<file path="src/rtl/adc_spi_controller.sv">
// ADC128S022 serial master: one 16-SCLK frame per accepted start, result
// presented with a one-cycle data_valid pulse.
//   state | meaning
//   IDLE  | CS high, SCLK high, waiting for start
//   SETUP | CS low, SCLK high for one half-period (CS setup)
//   SHIFT | 16 SCLK bits: address out on adc_din, result in from adc_dout
//   DONE  | CS high quiet half-period; result published on entry
module adc_spi_controller #(
    parameter int SCLK_HALF = 8,
    parameter int DATA_W    = 12,
    parameter int CH_W      = 3
) (
    input  logic              clk_50M,
    input  logic              rst,
    input  logic              start,
    input  logic [CH_W-1:0]   channel,
    output logic              busy,
    output logic              data_valid,
    output logic [DATA_W-1:0] adc_data,
    output logic [CH_W-1:0]   ch_out,
    output logic              adc_cs_n,
    output logic              adc_sck,
    output logic              adc_din,
    input  logic              adc_dout
);

    localparam int CNT_W = (SCLK_HALF > 2) ? $clog2(SCLK_HALF) : 1;
    localparam logic [CNT_W-1:0] CNT_LAST = CNT_W'(SCLK_HALF - 1);
    localparam logic [3:0] BIT_LAST = 4'd15;
    localparam logic [3:0] BIT_FIRST_DATA = 4'(16 - DATA_W);

    typedef enum logic [1:0] {IDLE, SETUP, SHIFT, DONE} state_t;

    state_t            state_q, state_d;
    logic [CNT_W-1:0]  cnt_q, cnt_d;
    logic [3:0]        bit_q, bit_d;
    logic              phase_q, phase_d;
    logic [CH_W-1:0]   cur_ch_q, cur_ch_d;
    logic [CH_W-1:0]   prev_ch_q, prev_ch_d;
    logic [DATA_W-1:0] shift_q, shift_d;
    logic [DATA_W-1:0] data_q, data_d;
    logic [CH_W-1:0]   ch_out_q, ch_out_d;
    logic              valid_q, valid_d;
    logic              cs_n_q, cs_n_d;
    logic              sck_q, sck_d;
    logic              din_q, din_d;
    logic              busy_q, busy_d;

    logic              tick;
    logic [CNT_W-1:0]  cnt_wrap;
    logic [3:0]        bit_nxt;
    logic              din_nxt;

    always_ff @(posedge clk_50M or posedge rst) begin
        if (rst) begin
            state_q   <= IDLE;
            cnt_q     <= '0;
            bit_q     <= '0;
            phase_q   <= 1'b0;
            cur_ch_q  <= '0;
            prev_ch_q <= '0;
            shift_q   <= '0;
            data_q    <= '0;
            ch_out_q  <= '0;
            valid_q   <= 1'b0;
            cs_n_q    <= 1'b1;
            sck_q     <= 1'b1;
            din_q     <= 1'b0;
            busy_q    <= 1'b0;
        end else begin
            state_q   <= state_d;
            cnt_q     <= cnt_d;
            bit_q     <= bit_d;
            phase_q   <= phase_d;
            cur_ch_q  <= cur_ch_d;
            prev_ch_q <= prev_ch_d;
            shift_q   <= shift_d;
            data_q    <= data_d;
            ch_out_q  <= ch_out_d;
            valid_q   <= valid_d;
            cs_n_q    <= cs_n_d;
            sck_q     <= sck_d;
            din_q     <= din_d;
            busy_q    <= busy_d;
        end
    end

    always_comb begin
        state_d   = state_q;
        cnt_d     = cnt_q;
        bit_d     = bit_q;
        phase_d   = phase_q;
        cur_ch_d  = cur_ch_q;
        prev_ch_d = prev_ch_q;
        shift_d   = shift_q;
        data_d    = data_q;
        ch_out_d  = ch_out_q;
        valid_d   = 1'b0;
        cs_n_d    = cs_n_q;
        sck_d     = sck_q;
        din_d     = din_q;
        busy_d    = busy_q;

        tick     = (cnt_q == CNT_LAST);
        cnt_wrap = tick ? '0 : cnt_q + CNT_W'(1);
        bit_nxt  = bit_q + 4'd1;

        // Address bits go out MSB first on bits 2..CH_W+1 of the frame.
        din_nxt = 1'b0;
        for (int i = 0; i < CH_W; i++) begin
            if (bit_nxt == 4'(2 + i)) din_nxt = cur_ch_q[CH_W-1-i];
        end

        case (state_q)
            IDLE: begin
                cnt_d = '0;
                if (start) begin
                    cur_ch_d = channel;
                    state_d  = SETUP;
                    cs_n_d   = 1'b0;
                    busy_d   = 1'b1;
                    sck_d    = 1'b1;
                end
            end
            SETUP: begin
                cnt_d = cnt_wrap;
                if (tick) begin
                    state_d = SHIFT;
                    bit_d   = '0;
                    phase_d = 1'b0;
                    sck_d   = 1'b0;
                    din_d   = 1'b0;
                end
            end
            SHIFT: begin
                cnt_d = cnt_wrap;
                if (tick) begin
                    if (!phase_q) begin
                        phase_d = 1'b1;
                        sck_d   = 1'b1;
                        if (bit_q >= BIT_FIRST_DATA)
                            shift_d = {shift_q[DATA_W-2:0], adc_dout};
                    end else if (bit_q != BIT_LAST) begin
                        bit_d   = bit_nxt;
                        phase_d = 1'b0;
                        sck_d   = 1'b0;
                        din_d   = din_nxt;
                    end else begin
                        // The ADC returns the channel addressed in the previous frame.
                        state_d   = DONE;
                        cs_n_d    = 1'b1;
                        sck_d     = 1'b1;
                        din_d     = 1'b0;
                        data_d    = shift_q;
                        ch_out_d  = prev_ch_q;
                        prev_ch_d = cur_ch_q;
                        valid_d   = 1'b1;
                    end
                end
            end
            DONE: begin
                cnt_d = cnt_wrap;
                if (tick) begin
                    state_d = IDLE;
                    busy_d  = 1'b0;
                end
            end
            default: state_d = IDLE;
        endcase
    end

    assign busy       = busy_q;
    assign data_valid = valid_q;
    assign adc_data   = data_q;
    assign ch_out     = ch_out_q;
    assign adc_cs_n   = cs_n_q;
    assign adc_sck    = sck_q;
    assign adc_din    = din_q;

endmodule

</file>
<file path="config.mk">
export PLATFORM = sky130hd
export DESIGN_NAME = adc_spi_controller
export DESIGN_NICKNAME = d
export VERILOG_FILES = /design/src/rtl/adc_spi_controller.sv
export SDC_FILE = /design/constraint.sdc
export NUM_CORES = 1
export LEC_CHECK = 0
export CAP_MARGIN = 0
export CORE_ASPECT_RATIO = 1.75
export CORE_MARGIN = 2
export CORE_UTILIZATION = 34
export CTS_BUF_LIST = sky130_fd_sc_hd__clkbuf_16
export DETAILED_ROUTE_END_ITERATION = 8
export PLACE_DENSITY = 0.62
export SETUP_SLACK_MARGIN = 0.2
export SLEW_MARGIN = 10
export SYNTH_ARGS = -nofsm -noshare
export SYNTH_HDL_FRONTEND = slang
export SYNTH_SLANG_ARGS = --single-unit
</file>
<file path="constraint.sdc">
create_clock -name clk_50M -period 2.2 [get_ports clk_50M]
set_input_delay 0.55 -clock clk_50M [delete_from_list [all_inputs] [get_ports clk_50M]]
set_output_delay 0.55 -clock clk_50M [all_outputs]
set_load 0.01 [all_outputs]
</file>
==> key figures, run 1 <==
Critical path
  – Worst R2R End: state_q[1]
  – Flop-to-flop setup slack: 0.35 ns
  – Critical Path Fanout Max: 3
  – Reg2reg start: cnt_q[0]
  – Worst-path cell chain: clkdlybuf4s50_1
  – CP Class: register to output port
  – Worst path required time: around 1.7 ns
  – Setup crit start kind: register
  – CP bufs+invs: 1
  – Worst Path Arrival: 1.36 ns
  – Crit-path slowest cell: dfstp_2
  – CP top delay family: flip-flops
  – Critical path capture point type: output port
  – CP peak stage delay: 0.55 ns
  – Worst r2r path cells: 6

Power and ir drop
  – LEAKAGE: 1.32 nW
  – Worst VDD drop: ~280 uV
  – Total power draw: about 1.6 mW
  – PwrDens: just over 600 nW/um2

Status
  – Status: finished clean

Final layout
  – Most common cell after layout, fill and taps aside: dfrtp_1
  – Design area: between 2000 and 3000 um2
  – Most frequent cells in the layout: 46 x dfrtp_1, 26 x clkdlybuf4s50_1, 18 x mux2_4
  – Final nets: 209
  – Antenna Cells: 0
  – Area grow syn2layout: 22.8%
  – Layout cell share with drive strength beyond 1: between 20% and 30%
  – Filler Cell Count: 588

Floorplan
  – Die Wd: 64.8 um
  – DIE HEIGHT: 110 um
  – # rows: 38
  – Die area: 7160 um2
  – Core Area: ~6200 um2
  – Num ports: 27
  – Initial Util: a little over a third

Yosys
  – Mapped Area: approximately 2200 um2
  – Distinct cells, synth: 36
  – Warning count from the yosys run: 0
  – Sequential fraction of the synthesis area: 54.7%
  – Syn avg cell area: 13.7 um2
  – Yosys reg bits: 48
  – Post-Synthesis Net Count: 178
  – Cells after synthesis: 161

Flow run
  – Max cap viols: 0

Global routing
  – Largest net degree at the start of global routing: 23
  – Initial antenna violation count: 0
  – Total GRT Usage: 11.0%
  – Total grt overflow: 0
  – First-pass GRT wire length: approximately 6000 um
  – Vias in the first global route: 1234

CTS
  – CTS clk-pin slew, worst paths: around 0.060 ns
  – CTS Sinks: 48
  – CTS tree: done
  – Setup Buffers After CTS: 0
  – CTS max path bufs: 2
  – Clock Latency Late Sink: 0.28 ns
  – CTS Buf Count: 5
  – Clock root buffer: clkbuf_16
  – H-Tree Depth: 2

Min path
  – Worst Hold Path EP: cnt_q[0]
  – Hold Path Origin: cnt_q[0]
  – Hold path cells: 1
  – Hold crit path type: register to register

Timing
  – Max_slew headroom: roughly three quarters
  – Fmax: 523 MHz
  – Worst Skew: 0.00372 ns
  – Final setup fails: 0
  – Final period utilization: around 87%
  – RSZ-0062 raised after global routing: no
  – Slew Limit Fails: 0
  – Smallest hold slack: between 0.4 and 0.5 ns
  – Final Hold Fails: 0
  – Post-layout min period: 1.91 ns
  – Sum Neg Setup Slack: 0 ns
  – Slew at the pin closest to its max-slew limit: 0.396 ns

Drt
  – Via/cell ratio: 4.84
  – Via Count: ~1300
  – Drt first-iter violations: 88
  – Routed WL: 3620 um
  – DR pass1 iterations: 4
  – DRT antenna net count: 0
  – Wire per inst: approximately 13 um
  – # DRC: 0

Placed design
  – Final HPWL DP: 2590 um
  – Dpl cell area: 2560 um2
  – RePlAce Congestion: roughly 0.77
  – # port buffers: 26
sequential cells by signal, indices dropped and copies added (netlist names), 2 cells and up:
signal and count:
cur_ch_q 3, cnt_q 3, prev_ch_q 3, ch_out 3
state_q 2, adc_data 12, bit_q 4, shift_q 12
power by group:
part           switching, mW  leakage (nW)  internal [mW]  total (mW)
registers                  0         0.644          0.883       0.883
clock network          0.308        0.0635          0.417       0.725
logic                 0.0202         0.616         0.0128      0.0331
per-layer routing:
| metal | wire (um) | track usage (%) |
|---|---|---|
| met1 | 1540 | 13.5 |
| met2 | 1920 | 18.1 |
| met3 | 100 | 1.83 |
| met4 | 55 | 5.53 |
| met5 | 0 | 0 |
final cells by class:
type	instances	area [um2]	area share, %
Clock buffer	5	125	4.63
Clock inverter	3	18.8	0.694
Inverter	8	30.0	1.11
Multi-Input combinational cell	99	922	34.1
Sequential cell	48	1200	44.5
Tap cell	80	100	3.70
Timing Repair Buffer	30	303	11.2
repair_timing:
| action | CTS | global route |
|---|---|---|
| setup endpoints to repair | 0 | 5 |
| hold buffers | 0 | 0 |
| resized for setup | 0 | 1 |
Yosys cell counts:
cell type / instances / area [um2]
a211o_1: 1 / 8.76
buf_4: 2 / 15.0
nor2b_1: 3 / 18.8
dfstp_2: 2 / 52.6
nor3_1: 2 / 10.0
a21o_1: 2 / 15.0
o211ai_1: 1 / 7.51
buf_6: 2 / 22.5
a22o_1: 2 / 17.5
a21oi_1: 4 / 20.0
o21ai_0: 4 / 20.0
dfrtp_1: 46 / 1150
o22a_1: 1 / 8.76
mux2i_1: 1 / 10.0
o22ai_1: 1 / 6.26
nor2_1: 3 / 11.3
ha_1: 10 / 125
or3_1: 1 / 6.26
nor3b_1: 3 / 22.5
buf_2: 2 / 10.0
o32ai_1: 1 / 8.76
nand2b_1: 1 / 6.26
nand2_1: 8 / 30.0
o21bai_1: 1 / 7.51
mux2_2: 17 / 191
nor2_2: 1 / 6.26
nand3_1: 4 / 20.0
nand4_1: 2 / 12.5
nand3_2: 1 / 10.0
and3b_1: 1 / 8.76
a211oi_1: 2 / 15.0
and3_1: 1 / 6.26
o21ba_2: 1 / 10.0
inv_1: 8 / 30.0
mux2_4: 18 / 270
a32oi_1: 1 / 8.76
how the worst max path moves through the flow:
stage / startpoint / endpoint / slack, ns / cells after the start
after global routing: cnt_q[0] / state_q[1] / 0.22 / 6
after CTS: adc_sck / adc_sck / 0.27 / 1
final: adc_sck / adc_sck / 0.29 / 1
after global placement: cnt_q[0] / state_q[1] / 0.34 / 6
after floorplan: state_q[0] / shift_q[0] / 0.49 / 7
after detailed placement: state_q[0] / adc_sck / 0.31 / 5
cell families (layout without fill, tap and decap cells):
logic type	count (synthesis)	count (layout)	synth area share [%]
multiplexers	36	36	21.4
adder cells (fa/ha/maj)	10	10	5.69
buffers and inverters	14	46	3.52
AND/OR/NAND/NOR	31	31	7.68
flip-flops	48	48	54.7
AO/OA/AOI/OAI	22	22	6.99
stage by stage:
step | cells | setup slack (ns) | util [%]
floorplan | 161 | 0.490 | -
global placement | 265 | 0.336 | 41.0
detailed placement | 265 | 0.308 | 41.0
CTS | 273 | 0.275 | 43.4
global route | 273 | 0.223 | 43.4
finish | 273 | 0.286 | 43.4
Power figures use the tool's default switching activity.
==> inputs of run 2 (changes only) <==
--- a/config.mk
+++ b/config.mk
@@ -5,6 +5,7 @@
 export SDC_FILE = /design/constraint.sdc
 export NUM_CORES = 1
 export LEC_CHECK = 0
+export ABC_AREA = 0
 export CAP_MARGIN = 0
 export CORE_ASPECT_RATIO = 1.75
 export CORE_MARGIN = 2
==> results of run 2 <==
Same layout as run 1: the final DEF is identical, and so are final timing and power.
